[src/rtl/anpc3_pkg.sv]
// Shared types and step tables for the 3-level ANPC leg commutation sequencer.
package anpc3_pkg;

  typedef enum logic [2:0] {
    ST_ZU2 = 3'd0,
    ST_ZU1 = 3'd1,
    ST_ZL1 = 3'd2,
    ST_ZL2 = 3'd3,
    ST_P   = 3'd4,
    ST_N   = 3'd5
  } stable_e;

  typedef enum logic [1:0] {
    LVL_ZERO = 2'd0,
    LVL_P    = 2'd1,
    LVL_N    = 2'd2,
    LVL_HOLD = 2'd3
  } lvl_e;

  typedef enum logic [1:0] {
    CT_I   = 2'd0,
    CT_IU  = 2'd1,
    CT_II  = 2'd2,
    CT_III = 2'd3
  } ctype_e;

  typedef enum logic [1:0] {
    DW_S = 2'd0,
    DW_O = 2'd1,
    DW_V = 2'd2,
    DW_I = 2'd3
  } dsel_e;

  typedef enum logic [1:0] {
    LS_IDLE  = 2'd0,
    LS_RUN   = 2'd1,
    LS_FAULT = 2'd2
  } leg_fsm_e;

  localparam logic [5:0] PAT_P   = 6'b110_001;
  localparam logic [5:0] PAT_ZU2 = 6'b010_010;
  localparam logic [5:0] PAT_ZU1 = 6'b010_110;
  localparam logic [5:0] PAT_ZL1 = 6'b101_001;
  localparam logic [5:0] PAT_ZL2 = 6'b001_001;
  localparam logic [5:0] PAT_N   = 6'b001_110;

  typedef struct packed {
    logic [5:0] pat;
    dsel_e      dsel;
  } step_t;

  function automatic step_t mk_step(logic [5:0] pat, dsel_e dsel);
    step_t s;
    s.pat  = pat;
    s.dsel = dsel;
    return s;
  endfunction

  function automatic logic is_zero(stable_e st);
    return (st == ST_ZU2) || (st == ST_ZU1) || (st == ST_ZL1) || (st == ST_ZL2);
  endfunction

  function automatic stable_e zero_target(logic from_p, ctype_e ct);
    stable_e z;
    case (ct)
      CT_II:   z = from_p ? ST_ZL2 : ST_ZU2;
      CT_III:  z = from_p ? ST_ZL1 : ST_ZU1;
      default: z = from_p ? ST_ZU2 : ST_ZL2;
    endcase
    return z;
  endfunction

  // Index of the final step of the from->to list.
  function automatic logic [1:0] seq_last(stable_e from, stable_e to);
    logic [1:0] n;
    case ({from, to})
      {ST_ZU1, ST_P}, {ST_ZL1, ST_N}: n = 2'd3;
      {ST_ZU1, ST_N}, {ST_ZL1, ST_P},
      {ST_P, ST_ZL1}, {ST_N, ST_ZU1}: n = 2'd1;
      default:                        n = 2'd2;
    endcase
    return n;
  endfunction

  function automatic step_t step_lookup(stable_e from, stable_e to, logic [1:0] idx);
    logic [7:0] key;
    step_t      s;
    key = {from, to, idx};
    s   = mk_step(PAT_ZU2, DW_S);
    case (key)
      {ST_ZU2, ST_P, 2'd0}: s = mk_step(6'b010_000, DW_O);
      {ST_ZU2, ST_P, 2'd1}: s = mk_step(6'b110_000, DW_S);
      {ST_ZU2, ST_P, 2'd2}: s = mk_step(PAT_P,      DW_S);
      {ST_ZU2, ST_N, 2'd0}: s = mk_step(6'b011_010, DW_S);
      {ST_ZU2, ST_N, 2'd1}: s = mk_step(6'b001_010, DW_O);
      {ST_ZU2, ST_N, 2'd2}: s = mk_step(PAT_N,      DW_S);
      {ST_ZU1, ST_P, 2'd0}: s = mk_step(6'b010_010, DW_I);
      {ST_ZU1, ST_P, 2'd1}: s = mk_step(6'b010_011, DW_S);
      {ST_ZU1, ST_P, 2'd2}: s = mk_step(6'b010_001, DW_O);
      {ST_ZU1, ST_P, 2'd3}: s = mk_step(PAT_P,      DW_S);
      {ST_ZU1, ST_N, 2'd0}: s = mk_step(6'b000_110, DW_O);
      {ST_ZU1, ST_N, 2'd1}: s = mk_step(PAT_N,      DW_S);
      {ST_ZL1, ST_P, 2'd0}: s = mk_step(6'b100_001, DW_O);
      {ST_ZL1, ST_P, 2'd1}: s = mk_step(PAT_P,      DW_S);
      {ST_ZL1, ST_N, 2'd0}: s = mk_step(6'b001_001, DW_I);
      {ST_ZL1, ST_N, 2'd1}: s = mk_step(6'b001_011, DW_S);
      {ST_ZL1, ST_N, 2'd2}: s = mk_step(6'b001_010, DW_O);
      {ST_ZL1, ST_N, 2'd3}: s = mk_step(PAT_N,      DW_S);
      {ST_ZL2, ST_P, 2'd0}: s = mk_step(6'b011_001, DW_S);
      {ST_ZL2, ST_P, 2'd1}: s = mk_step(6'b010_001, DW_O);
      {ST_ZL2, ST_P, 2'd2}: s = mk_step(PAT_P,      DW_S);
      {ST_ZL2, ST_N, 2'd0}: s = mk_step(6'b001_000, DW_O);
      {ST_ZL2, ST_N, 2'd1}: s = mk_step(6'b001_100, DW_S);
      {ST_ZL2, ST_N, 2'd2}: s = mk_step(PAT_N,      DW_S);
      {ST_P, ST_ZU2, 2'd0}: s = mk_step(6'b110_000, DW_S);
      {ST_P, ST_ZU2, 2'd1}: s = mk_step(6'b010_000, DW_O);
      {ST_P, ST_ZU2, 2'd2}: s = mk_step(PAT_ZU2,    DW_S);
      {ST_P, ST_ZL1, 2'd0}: s = mk_step(6'b100_001, DW_O);
      {ST_P, ST_ZL1, 2'd1}: s = mk_step(PAT_ZL1,    DW_S);
      {ST_P, ST_ZL2, 2'd0}: s = mk_step(6'b010_001, DW_O);
      {ST_P, ST_ZL2, 2'd1}: s = mk_step(6'b011_001, DW_S);
      {ST_P, ST_ZL2, 2'd2}: s = mk_step(PAT_ZL2,    DW_S);
      {ST_N, ST_ZU2, 2'd0}: s = mk_step(6'b001_010, DW_O);
      {ST_N, ST_ZU2, 2'd1}: s = mk_step(6'b011_010, DW_V);
      {ST_N, ST_ZU2, 2'd2}: s = mk_step(PAT_ZU2,    DW_S);
      {ST_N, ST_ZU1, 2'd0}: s = mk_step(6'b000_110, DW_O);
      {ST_N, ST_ZU1, 2'd1}: s = mk_step(PAT_ZU1,    DW_S);
      {ST_N, ST_ZL2, 2'd0}: s = mk_step(6'b001_100, DW_S);
      {ST_N, ST_ZL2, 2'd1}: s = mk_step(6'b001_000, DW_O);
      {ST_N, ST_ZL2, 2'd2}: s = mk_step(PAT_ZL2,    DW_S);
      default:              s = mk_step(PAT_ZU2,    DW_S);
    endcase
    return s;
  endfunction

endpackage

[src/rtl/anpc3_leg.sv]
// One ANPC leg: request decode, step sequencing with per-step dwell counter.
module anpc3_leg
  import anpc3_pkg::*;
#(
  parameter int unsigned TW = 10
) (
  input  logic          clk_i,
  input  logic          rst_i,
  input  logic          ce_i,
  input  logic [TW-1:0] t_short_i,
  input  logic [TW-1:0] t_off_on_i,
  input  logic [TW-1:0] t_on_offv0_i,
  input  logic [TW-1:0] t_off_oni0_i,
  input  logic [1:0]    req_i,
  input  logic [1:0]    comm_type_i,
  input  logic          kill_i,
  output logic [5:0]    s_o,
  output logic          busy_o
);

  leg_fsm_e      fsm_q, fsm_d;
  stable_e       cur_q, cur_d, tgt_q, tgt_d, fin_q, fin_d;
  logic [1:0]    idx_q, idx_d;
  logic [TW-1:0] cnt_q, cnt_d, dwell_q, dwell_d;
  logic [5:0]    s_q, s_d;

  stable_e       zt, req_tgt, req_fin, new_from, new_to;
  logic [1:0]    new_idx;
  logic          accept, load, last_step;
  step_t         step_new;
  logic [TW-1:0] raw_dwell;

  assign zt        = zero_target(cur_q == ST_P, ctype_e'(comm_type_i));
  assign last_step = (idx_q == seq_last(cur_q, tgt_q));
  assign step_new  = step_lookup(new_from, new_to, new_idx);

  always_comb begin
    accept  = 1'b0;
    req_tgt = cur_q;
    req_fin = cur_q;
    unique case (lvl_e'(req_i))
      LVL_ZERO: if (!is_zero(cur_q)) begin
        accept  = 1'b1;
        req_tgt = zt;
        req_fin = zt;
      end
      LVL_P: if (cur_q != ST_P) begin
        accept  = 1'b1;
        req_fin = ST_P;
        req_tgt = (cur_q == ST_N) ? zt : ST_P;
      end
      LVL_N: if (cur_q != ST_N) begin
        accept  = 1'b1;
        req_fin = ST_N;
        req_tgt = (cur_q == ST_P) ? zt : ST_N;
      end
      default: ;
    endcase
  end

  always_comb begin
    fsm_d    = fsm_q;
    cur_d    = cur_q;
    tgt_d    = tgt_q;
    fin_d    = fin_q;
    idx_d    = idx_q;
    cnt_d    = cnt_q;
    load     = 1'b0;
    new_from = cur_q;
    new_to   = tgt_q;
    new_idx  = idx_q;
    if (kill_i) begin
      fsm_d = LS_FAULT;
      idx_d = '0;
      cnt_d = '0;
    end else begin
      unique case (fsm_q)
        LS_FAULT: begin
          fsm_d = LS_IDLE;
          cur_d = ST_ZU2;
        end
        LS_IDLE: if (ce_i && accept) begin
          fsm_d    = LS_RUN;
          tgt_d    = req_tgt;
          fin_d    = req_fin;
          idx_d    = '0;
          cnt_d    = '0;
          load     = 1'b1;
          new_to   = req_tgt;
          new_idx  = '0;
        end
        LS_RUN: if (ce_i) begin
          if (cnt_q == dwell_q - TW'(1)) begin
            cnt_d = '0;
            if (!last_step) begin
              idx_d   = idx_q + 2'd1;
              load    = 1'b1;
              new_idx = idx_q + 2'd1;
            end else if (tgt_q != fin_q) begin
              // P<->N: the zero stop is reached, chain straight into zero->final.
              cur_d    = tgt_q;
              tgt_d    = fin_q;
              idx_d    = '0;
              load     = 1'b1;
              new_from = tgt_q;
              new_to   = fin_q;
              new_idx  = '0;
            end else begin
              cur_d = tgt_q;
              fsm_d = LS_IDLE;
            end
          end else begin
            cnt_d = cnt_q + TW'(1);
          end
        end
        default: fsm_d = LS_IDLE;
      endcase
    end
  end

  always_comb begin
    s_d       = s_q;
    dwell_d   = dwell_q;
    raw_dwell = t_short_i;
    unique case (step_new.dsel)
      DW_S: raw_dwell = t_short_i;
      DW_O: raw_dwell = t_off_on_i;
      DW_V: raw_dwell = t_on_offv0_i;
      DW_I: raw_dwell = t_off_oni0_i;
    endcase
    if (kill_i) begin
      s_d = '0;
    end else if (fsm_q == LS_FAULT) begin
      s_d = PAT_ZU2;
    end else if (load) begin
      s_d     = step_new.pat;
      dwell_d = (raw_dwell == '0) ? TW'(1) : raw_dwell;
    end
  end

  always_ff @(posedge clk_i or posedge rst_i) begin
    if (rst_i) begin
      fsm_q   <= LS_IDLE;
      cur_q   <= ST_ZU2;
      tgt_q   <= ST_ZU2;
      fin_q   <= ST_ZU2;
      idx_q   <= '0;
      cnt_q   <= '0;
      dwell_q <= '0;
      s_q     <= PAT_ZU2;
    end else begin
      fsm_q   <= fsm_d;
      cur_q   <= cur_d;
      tgt_q   <= tgt_d;
      fin_q   <= fin_d;
      idx_q   <= idx_d;
      cnt_q   <= cnt_d;
      dwell_q <= dwell_d;
      s_q     <= s_d;
    end
  end

  assign s_o    = s_q;
  assign busy_o = (fsm_q == LS_RUN);

endmodule

[src/rtl/anpc3_leg_seq.sv]
// Multi-leg ANPC commutation sequencer: fault latch and per-leg slicing.
// Define ANPC3_FAULT_EN to enable the latched fault shutdown.
module anpc3_leg_seq
  import anpc3_pkg::*;
#(
  parameter int unsigned LEGS = 3,
  parameter int unsigned TW   = 10
) (
  input  logic               clk,
  input  logic               rst,
  input  logic               ce,
  input  logic [TW-1:0]      t_short,
  input  logic [TW-1:0]      t_off_on,
  input  logic [TW-1:0]      t_on_offv0,
  input  logic [TW-1:0]      t_off_oni0,
  input  logic [2*LEGS-1:0]  v_lev,
  input  logic [1:0]         comm_type,
  input  logic               fault,
  input  logic               fault_clr,
  output logic [6*LEGS-1:0]  s_out,
  output logic [LEGS-1:0]    busy,
  output logic               fault_st
);

  logic kill;

`ifdef ANPC3_FAULT_EN
  logic fault_st_q, fault_st_d;

  always_comb begin
    fault_st_d = fault_st_q;
    if (fault)          fault_st_d = 1'b1;
    else if (fault_clr) fault_st_d = 1'b0;
  end

  always_ff @(posedge clk or posedge rst) begin
    if (rst) fault_st_q <= 1'b0;
    else     fault_st_q <= fault_st_d;
  end

  // Live fault blanks gates on the same edge it is latched.
  assign kill     = fault | fault_st_q;
  assign fault_st = fault_st_q;
`else
  logic unused_fault_in;
  assign unused_fault_in = fault ^ fault_clr;
  assign kill            = 1'b0;
  assign fault_st        = 1'b0;
`endif

  for (genvar g = 0; g < LEGS; g++) begin : g_leg
    anpc3_leg #(.TW(TW)) u_leg (
      .clk_i        (clk),
      .rst_i        (rst),
      .ce_i         (ce),
      .t_short_i    (t_short),
      .t_off_on_i   (t_off_on),
      .t_on_offv0_i (t_on_offv0),
      .t_off_oni0_i (t_off_oni0),
      .req_i        (v_lev[2*g +: 2]),
      .comm_type_i  (comm_type),
      .kill_i       (kill),
      .s_o          (s_out[6*g +: 6]),
      .busy_o       (busy[g])
    );
  end

endmodule

[config.mk]
export PLATFORM = sky130hd
export DESIGN_NAME = anpc3_leg_seq
export DESIGN_NICKNAME = d
export VERILOG_FILES = /design/src/rtl/anpc3_pkg.sv /design/src/rtl/anpc3_leg.sv /design/src/rtl/anpc3_leg_seq.sv
export SDC_FILE = /design/constraint.sdc
export NUM_CORES = 1
export LEC_CHECK = 0
export ABC_AREA = 0
export ABC_CLOCK_PERIOD_IN_PS = 6600
export CORE_MARGIN = 2
export CORE_UTILIZATION = 55
export CTS_CLUSTER_SIZE = 16
export DETAILED_ROUTE_END_ITERATION = 6
export PLACE_DENSITY = 0.82
export REMOVE_ABC_BUFFERS = 1
export SLEW_MARGIN = 30
export SYNTH_ARGS = -nofsm -noshare
export SYNTH_HDL_FRONTEND = slang
export SYNTH_SLANG_ARGS = --single-unit
export TNS_END_PERCENT = 5
[constraint.sdc]
create_clock -name clk -period 6.6 [get_ports clk]
set_input_delay 1.32 -clock clk [delete_from_list [all_inputs] [get_ports clk]]
set_output_delay 1.32 -clock clk [all_outputs]
set_load 0.005 [all_outputs]
==> results.ini <==
[synthesis]
synth_seq_cells = 114
ys_top_cells_by_area = dfrtp_1 26%, nand2_1 6.3%, o21ai_0 4.5%
yosysSeqAreaShare_pct = 27.6
ys_warn_count = 0
ys_async_sr_fraction_pct = 100
yosysMostFrequentCell = nand2_1
ys_types = 95
syn_inst = 1336
synth_top_area_cell = dfrtp_1
ys.flop_type = dfrtp_1
synth_common_cells = 175 x nand2_1, 120 x nor2_1, 108 x dfrtp_1
synth_edf_count = 0
synth_top_area_share_pct = 26.1
syn-cell-area_um2 = 10400
synth_area_per_cell_um2 = 7.76

[floorplanning]
ioPinCount = 75
die_h_um = 141
die-area_um2 = 20000
num_rows = 50
core-area_um2 = 18600
die-width_um = 141
start_util_pct = 55.8

[worst_setup_path]
cp-start-kind = input port
end_kind = flop
regToRegSetupSlack_ns = 0.93
critPathKind = in -> reg
crit_arrival_ns = 6.20
cp_max_fo = 13
required_ns = 6.93

[global_route]
track_usage_pct = 31.7
grt_max_degree = 63
grt_overflow = 0
antenna_found_initial = 3
first_global_vias = 10200
grt_pass1_wl_um = 51400

[power_and_ir_drop]
combPwrFrac_pct = 42.9
p_per_area_nw_per_um2 = 337
p_leak_nw = 4.86
power.share.sequential_pct = 30.8
sw_frac_of_total_pct = 40.5
p_switching_mw = 1.63
p_int_mw = 2.39
peakVddDrop_v = 0.000209
total_power_mw = 4.01
clockPowerShare_pct = 26.3

[timing]
hold_viol = 0
whs_ns = 0.479
rsz0062_at_grt = no
finClkSkew_ns = 0.00692
slew_headroom_pct = 37.4
max_freq_mhz = 170
fin_crit_ns = 5.87
slew_viol_final = 0
setup_slack_ns = 0.735
tightest_slew_ns = 0.935
setup_tns_ns = 0
setup_viol_count_final = 0
finalCritPeriodShare_pct = 88.9

[final_layout]
fin_nets = 1441
area_delta_synth_final_pct = 14.9
utilization_pct = 64.1
fill_cells = 1580
instances_no_fill = 1627
final_area_um2 = 11900
drive_above_1_share_pct = 9.56

[clock_network]
clk_latency_ns = 0.43
cts_buffer_depth = 2
cts_made_buffers = 17
cts.sinks = 114
h-tree-depth = 4
post_cts_buffers = 0
cts_hold_buf = 0
clk_transition_reported_paths_ns = 0.06
postCtsResizedCells = 0
cts_root_buffer = clkbuf_16
cts_tree = built

[detailed_routing]
vias = 10800
wl_per_cell_um = 19.4
avgViaCountPerCell = 6.64
initialDrtViolationCount = 1012
drtAntennaViolNets = 0
drt_pre_antenna_iters = 7
wirelength_um = 31500
drc_errors = 0

[place]
place_hpwl_um = 22900
io_buffers = 71
post-place-ws_ns = 0.464
dpl_cell_area_um2 = 11200
gp_routability_congestion = 1.02
place_inst = 1593

[flow_run]
maxCapViolCount = 0

[worst_hold_path]
hp-class = reg -> reg

[run_status]
status = complete, no violations

## power by group through the flow
stage	Clock [mW]	Sequential, mW	Combinational (mW)
after floorplan	0	1.15	1.25
after global placement	0	1.23	1.64
after detailed placement	0	1.23	1.68
after CTS	1.05	1.23	1.70
after global routing	1.09	1.27	1.90
final	1.05	1.24	1.72
## worst paths after layout
kind | from | endpoint | depth (start not counted)
min in group asynchronous | rst | g_leg[0].u_leg.s_o[3]$_DFFE_PP0P_ | 2
setup / recovery | v_lev[4] | g_leg[2].u_leg.dwell_q[0]$_DFFE_PP0P_ | 17
hold reg to reg | g_leg[0].u_leg.s_o[5]$_DFFE_PP0P_ | g_leg[0].u_leg.s_o[5]$_DFFE_PP0P_ | 2
hold / removal | g_leg[0].u_leg.s_o[5]$_DFFE_PP0P_ | g_leg[0].u_leg.s_o[5]$_DFFE_PP0P_ | 2
setup reg to reg | g_leg[0].u_leg.dwell_q[0]$_DFFE_PP0P_ | g_leg[0].u_leg.dwell_q[0]$_DFFE_PP0P_ | 16
max in group asynchronous | rst | g_leg[2].u_leg.tgt_q[0]$_DFF_PP0_ | 3
## logic make-up after synthesis
| kind of cell | count (synthesis) | synth area share, % |
|---|---|---|
| simple gates | 588 | 28.9 |
| compound gates | 409 | 27.9 |
| buf+inv | 115 | 4.77 |
| flops | 114 | 27.6 |
| xor+xnor | 55 | 5.04 |
| mux | 44 | 4.60 |
| fa+ha+maj | 10 | 1.21 |
| other cells | 1 | 0.0362 |
## placed cells by master (no fill, tap or decap), types with 13 or more instances in the layout
master / synthesis / routed
clkdlybuf4s50_1: 0 / 71
a21oi_1: 65 / 65
nand4_1: 17 / 17
nand2b_1: 24 / 24
a211oi_1: 22 / 22
xnor2_1: 30 / 30
mux2_2: 19 / 19
nor2b_1: 22 / 22
a31oi_1: 19 / 19
nor4_1: 18 / 18
nand2_1: 175 / 175
and3_1: 18 / 18
nor2_1: 120 / 119
xor2_1: 22 / 22
dfrtp_1: 108 / 108
a22o_1: 21 / 21
or3_1: 18 / 18
clkbuf_16: 0 / 17
and2_1: 19 / 19
nor3_1: 34 / 34
buf_4: 8 / 27
o211ai_1: 13 / 13
a22oi_1: 21 / 21
o31ai_1: 19 / 19
mux2i_1: 24 / 24
inv_1: 32 / 31
nand3_1: 50 / 50
o21ai_0: 94 / 94
## registers in the layout, summed over array words and instances, names as in the netlist
| name | cells |
|---|---|
| g_leg.u_leg.cnt_q | 30 |
| g_leg.u_leg.cur_q | 9 |
| g_leg.u_leg.idx_q | 6 |
| g_leg.u_leg.dwell_q | 30 |
| g_leg.u_leg.s_o | 18 |
| g_leg.u_leg.fin_q | 9 |
| g_leg.u_leg.tgt_q | 9 |
| g_leg.u_leg.fsm_q | 3 |
## per-layer routing
layer | global-route usage (%) | wire [um]
met1 | 41.1 | 13000
met2 | 52.9 | 15100
met3 | 5.43 | 2420
met4 | 12.2 | 994
met5 | 0 | 13
## area by class of cell
class | instances | area (um^2) | share of cell area [%]
timing repair buffer | 98 | 913 | 7.66
clock buffer | 22 | 484 | 4.06
tap | 234 | 293 | 2.46
sequential | 114 | 2860 | 24.0
clock inverter | 10 | 178 | 1.49
multi-input combinational | 1107 | 7030 | 59.0
inverter | 40 | 153 | 1.28
antenna | 2 | 5.00 | 0.0420
## worst max-delay path, stage by stage
cell and delay [ns]:
clkdlybuf4s50_1 0.68, nor3_1 0.08, a311o_1 0.34, or3b_2 0.59, inv_1 0.20, a41oi_1 0.11, a221oi_2 0.41, inv_2 0.15
o21ai_1 0.31, nor4_1 0.11, a211o_1 0.25, or4_1 0.52, buf_4 0.22, mux2i_1 0.15, o21ai_0 0.14, or3_1 0.40
o31ai_1 0.20
Note: power is estimated with default switching activity, not from simulation.
